$ cat config.mk
export PLATFORM = sky130hd
export DESIGN_NAME = pwm_from_count
export DESIGN_NICKNAME = d
export VERILOG_FILES = /design/src/rtl/pwm_from_count.sv
export SDC_FILE = /design/constraint.sdc
export NUM_CORES = 1
export LEC_CHECK = 0
export CAP_MARGIN = 5
export CORE_AREA = 4 4 62 64
export DETAILED_ROUTE_END_ITERATION = 12
export DIE_AREA = 0 0 66 68
export GPL_ROUTABILITY_DRIVEN = 0
export HOLD_SLACK_MARGIN = 0.05
export PLACE_DENSITY = 0.65
export REMOVE_ABC_BUFFERS = 1
export SLEW_MARGIN = 20
export SYNTH_ARGS = -nofsm -noshare
export SYNTH_HDL_FRONTEND = slang
export SYNTH_SLANG_ARGS = --single-unit
$ cat constraint.sdc
create_clock -name clk -period 8.29 [get_ports clk]
set_input_delay 0.829 -clock clk [delete_from_list [all_inputs] [get_ports clk]]
set_output_delay 0.829 -clock clk [all_outputs]
set_load 0.01 [all_outputs]
$ cat src/rtl/pwm_from_count.sv
// pwm_from_count: registered PWM from a free-running counter with shadowed duty/polarity applied at counter wrap.
module pwm_from_count #(
  parameter int WIDTH = 5
) (
  input  logic             clk,
  input  logic             reset,
  input  logic [WIDTH-1:0] count_in,
  input  logic             enable,
  input  logic             cfg_valid,
  output logic             cfg_ready,
  input  logic [WIDTH:0]   cfg_duty,
  input  logic             cfg_polarity,
  output logic             pwm_out,
  output logic             period_start,
  output logic             cfg_applied
);
  typedef enum logic [1:0] {IDLE, SYNC, RUN} state_t;
  state_t state, next_state;
  logic [WIDTH-1:0] prev_count;
  logic [WIDTH:0] act_duty, pend_duty, eff_duty;
  logic prev_valid, pending, act_pol, pend_pol, eff_pol, wrap, apply, raw, transfer;
  // A backwards step covers both natural rollover and an upstream counter reset.
  assign wrap      = prev_valid && (count_in < prev_count);
  assign apply     = pending && (state == IDLE || wrap);
  assign eff_duty  = apply ? pend_duty : act_duty;
  assign eff_pol   = apply ? pend_pol : act_pol;
  assign raw       = {1'b0, count_in} < eff_duty;
  assign cfg_ready = ~pending;
  assign transfer  = cfg_valid && cfg_ready;
  always_comb
    next_state = state == IDLE ? (enable ? SYNC : IDLE) :
                 state == SYNC ? (!enable ? IDLE : wrap ? RUN : SYNC) :
                 (wrap && !enable) ? IDLE : RUN;
  always_ff @(posedge clk) begin
    if (reset) begin
      state        <= IDLE;
      prev_count   <= '0;
      prev_valid   <= 1'b0;
      pwm_out      <= 1'b0;
      period_start <= 1'b0;
      cfg_applied  <= 1'b0;
      act_duty     <= '0;
      act_pol      <= 1'b0;
      pend_duty    <= '0;
      pend_pol     <= 1'b0;
      pending      <= 1'b0;
    end else begin
      state        <= next_state;
      prev_count   <= count_in;
      prev_valid   <= 1'b1;
      pwm_out      <= (next_state == RUN) ? (raw ^ eff_pol) : eff_pol;
      period_start <= wrap && (next_state == RUN);
      cfg_applied  <= apply;
      pending      <= transfer ? 1'b1 : apply ? 1'b0 : pending;
      if (apply) begin
        act_duty <= pend_duty;
        act_pol  <= pend_pol;
      end
      if (transfer) begin
        pend_duty <= cfg_duty;
        pend_pol  <= cfg_polarity;
      end
    end
  end
endmodule

Word-level counts from Yosys, hierarchy flattened
Cells that the tools add are included.

operators by class
  add/subtract/negate cells = 0
  $mul = 0
  divide/modulo/power cells = 0
  order comparisons = 2
  equal/unequal tests = 2
  shift operators = 0
  muxes and demuxes = 12
  bitwise gates (word level) = 2
  reductions and logical operators = 9

operators by type and width
  operator                                        count
  two-way mux 2 bit                               5
  less-than comparator 5 x 6 -> 1 bit             1
  two-way mux 1 bit                               6
  two-way mux 6 bit                               1
  logical AND 1 bit                               5
  less-than comparator 5 bit                      1
  == test 2 x 1 -> 1 bit (second input constant)  1
  == test 2 bit (second input constant)           1
  logical NOT 2 bit                               1
  nonzero test 2 bit                              1
  logical NOT 1 bit                               1
  logical OR 1 bit                                1
  NOT 1 bit                                       1
  XOR 1 bit                                       1

word-level totals
  bits in registers = 26
  latch bits = 0
  RAM bits = 0
  ROM bits = 0
  input port bits = 16
  output and inout port bits = 4
  word-level logic and storage cells = 38
  memories = 0

Depth between registers and ports, before layout
  word-level depth = 8
  mapped depth = 14

Worst setup path after synthesis
Ideal clock, no wire load.

  kind = input to register
  start = input count_in[4]
  end = register pwm_out
  setup time = 0.072 ns
  arrival = 3.254 ns
  required time = 8.218 ns
  setup slack = 4.965 ns
  stages on the path = 13
  cell sequence = ha_1 -> nand2_1 -> nand3b_1 -> a221o_1 -> buf_6 -> mux2i_1 -> ha_1 -> a21o_1 -> a21oi_1 -> nor2_1 -> mux2_4 -> a211oi_2 -> mux2i_1

between the ends
  cells in the longest elaborated chain, start to end = 8
  elaborated cells on any way between the ends = 16
  those cells by class = order compare (2); eq/ne (1); mux (8); bitwise (1); reduce/logical (4)

RTL lines
  what                                                                             line    RTL
  start, declared                                                                  7       input logic [WIDTH-1:0] count_in,
  less-than comparator 5 bit                                                       23      assign wrap = prev_valid && (count_in < prev_count);
  logical AND 1 bit                                                                23
  logical OR 1 bit (tied with other cells)                                         24      assign apply = pending && (state == IDLE || wrap);
  logical AND 1 bit (tied with other cells)                                        24
  two-way mux 6 bit / two-way mux 2 bit (equally long branches)                    -
  less-than comparator 5 x 6 -> 1 bit / two-way mux 2 bit (equally long branches)  27, 31
  XOR 1 bit / == test 2 bit (equally long branches)                                51      pwm_out <= (next_state == RUN) ? (raw ^ eff_pol) : eff_pol;
  two-way mux 1 bit (*)                                                            51
  end signal, assigned                                                             51
  end, declared                                                                    13      output logic pwm_out,

Every way passes the cells marked *; elsewhere a longest branch is shown, timed or not.
A chain may end at the register's enable or synchronous reset.

Worst setup path in the final report
  start = input count_in[2]
  end = register pwm_out

The elaborated chain is that of the path after synthesis.

==> results.md <==
* Status: complete, no violations
* Hold Crit Depth at 1
* Setup violators final at 0
* Most frequent cells in the layout: dfxtp_1, clkdlybuf4s50_1, nor2_1, mux2i_1, inv_1
* Top cell type's share of synthesized area at 0.466
* Setup crit end kind: flip-flop
* DR vias at about 810
* Fin crit period at 3900 ps
* Clock-pin slew on the worst setup and hold paths at roughly 130 ps
* Post CTS Setup Buffer Count at 0
* Place WS at just over 4000 ps
* Final Max Tran Viols at 0
* Worst endpoint required time at ~8500 ps
* Setup tns final at 0 ps
* Post-synth EDFFs at 0
* Root Driver: clkbuf_4
* Drt pass-1 iters at 4
* Primary FF master, synth: dfxtp_1
* Initial Util at 0.340
* CTS Buffer Depth at 2
* Mean number of vias per cell at 4.58
* Core area at 3280 um^2
* Worst Min Path Start: state[1]
* Area grow syn2layout at 22.2%
* Commonest non-fill, non-tap cell in the layout: dfxtp_1
* Dpl cells at 173
* Worst r2r dst: pwm_out
* Post-CTS resize count at 0
* Arrival @ worst endpoint at about 4200 ps
* Nets at about 160
* HPWL after DPL at about 1500 um
* Worst hold-check path type: reg2reg
* Area leader, netlist: dfxtp_1
* P_leak at about 0.6 nW
* CTS tree: built
* RSZ-0062 raised after global routing: no
* Mapped Area at approximately 1100 um^2
* Final Power at around 0.22 mW
* Slowest-stage cell, CP: a221o_1
* CP Launch Type: primary input
* Wire per inst at roughly 12 um
* Worst skew pair latency at around 310 ps
* Sw Share at 0.246
* Row count at 21
* Hold-critical path endpoint: state[0]
* Seq/Total Area, Yosys at 0.466
* Cells after Synth at between 100 and 150
* P_sw at 0.0554 mW
* Least-Margin Pin Slew at a little under 900 ps
* Reg-to-reg setup timing slack at between 5000 and 6000 ps
* Final wirelength at between 2000 and 2500 um
* Slew headroom at 0.420
* Hold Vio Cnt, Final at 0
* Critical Path, Cell by Cell: clkdlybuf4s50_1, ha_1, nand2_1, o21ai_0, a221o_1, mux2i_1, ha_1, a21o_1, a21oi_1, nor2_1, mux2_4, a211oi_2, mux2i_1
* Die Y at 68 um
* Ys async rst share at 0
* I/O Pins at 20
* Peak Freq at approximately 0.26 GHz
* Cells on worst reg2reg path at 13
* Num CTS Buffers at 3
* H-tree depth at 1
* Internal power at roughly 0.17 mW
* Share of layout cells above drive strength 1 at 0.0538
* Post-route DRC at 0
* CTS sink count at 26
* Power share of the clock group at 0.229
* Total gr overflow at 0
* Area contributors post-synth: dfxtp_1, mux2i_1, ha_1
* Vias in the first global route at 788
* Worst setup path category: in2reg
* Number of antenna diodes at 0
* YS warnings at 0
* Max-capacitance violation count at 0
* Pwr dens at 165 nW/um^2
* Maximum vdd drop at 0.0000549 V
* CP max stage delay at between 500 and 600 ps
* Clock skew at around 2.9 ps
* Largest net degree at the start of global routing at 24
* Syn Area/Cell at between 9 and 10 um^2
* Fin crit share at 0.470
* First-pass GRT wire length at ~3500 um
* Logic pwr share at 0.175
* Non-Filler Instances at 176
* Crit Path Max Fanout at 11
* Synth unique cells at 28
* Antenna Nets Post-Route at 0
* Die Width at 66 um
* Flop pwr share at 0.596
* # hold bufs at CTS at 0
* Worst Hold Slack at 458 ps
* Die area at between 4000 and 5000 um^2
* DR iter-0 viols at 63
* Port bufs at 19
* Reg2reg start: prev_count[2]
* Yosys reg bits at 26
* Initial antenna violation count at 0
* GRT Total Usage at 0.102
* Final WS setup at 4390 ps
## worst max-delay path by stage
stage | end | from | cells past startpoint
detailed placement | pwm_out | count_in[2] | 13
CTS | pwm_out | count_in[2] | 13
finish | pwm_out | count_in[2] | 13
global route | pwm_out | count_in[2] | 13
global placement | pwm_out | count_in[2] | 13
floorplan | pwm_out | count_in[2] | 12
## layout make-up
type	count	area (um^2)
inverter	9	33.8
fill	340	1920
timing repair buffer	19	190
multi-input combinational	73	539
clock buffer	3	22.5
tap	46	57.6
sequential	26	520
## state kept, by name, summed over array words and instances (netlist names)
register / flops
cfg_applied: 1
prev_valid: 1
state: 2
pend_duty: 6
prev_count: 5
pwm_out: 1
period_start: 1
act_pol: 1
pend_pol: 1
pending: 1
act_duty: 6
## metrics by stage
step,instance area (um^2),utilization
after global placement,1340,0.408
after CTS,1360,0.415
after detailed placement,1340,0.408
final,1360,0.415
after floorplan,1090,-
after global routing,1360,0.415
## routing by layer
layer,routed length [um],up-vias,track usage
met2,881,17,0.173
met5,0,-,0
li1,-,415,-
met1,987,372,0.121
met3,141,2,0.0263
met4,17,0,0.0457
## critical path, delay by kind of cell
kind / cells / cell delay [ps]
multiplexers: 3 / 770
buffers and inverters: 1 / 470
adder cells (fa/ha/maj): 2 / 600
AND/OR/NAND/NOR: 2 / 100
AO/OA/AOI/OAI: 5 / 1380
## power groups by stage
stage | logic, mW | clock network (mW) | registers, mW
finish | 0.0394 | 0.0514 | 0.134
global route | 0.0447 | 0.0578 | 0.135
CTS | 0.0400 | 0.0539 | 0.134
detailed placement | 0.0398 | 0 | 0.137
global placement | 0.0391 | 0 | 0.137
floorplan | 0.0235 | 0 | 0.136
## cell usage after synthesis (3+ instances only)
cell / count
ha_1: 8
dfxtp_1: 26
a21oi_1: 5
inv_1: 9
nor2_1: 17
mux2i_1: 14
nor2b_1: 7
clkbuf_1: 3
nand2_1: 4
## cells by family (layout without fill, tap and decap cells)
kind of cell,count (synthesis),in the layout,share of synthesized area
AO/OA/AOI/OAI,14,14,0.0942
adder cells (fa/ha/maj),8,8,0.0897
buffers and inverters,13,31,0.0504
flip-flops,26,26,0.466
multiplexers,16,16,0.149
AND/OR/NAND/NOR,35,35,0.150
(Power assumes the default switching activity.)
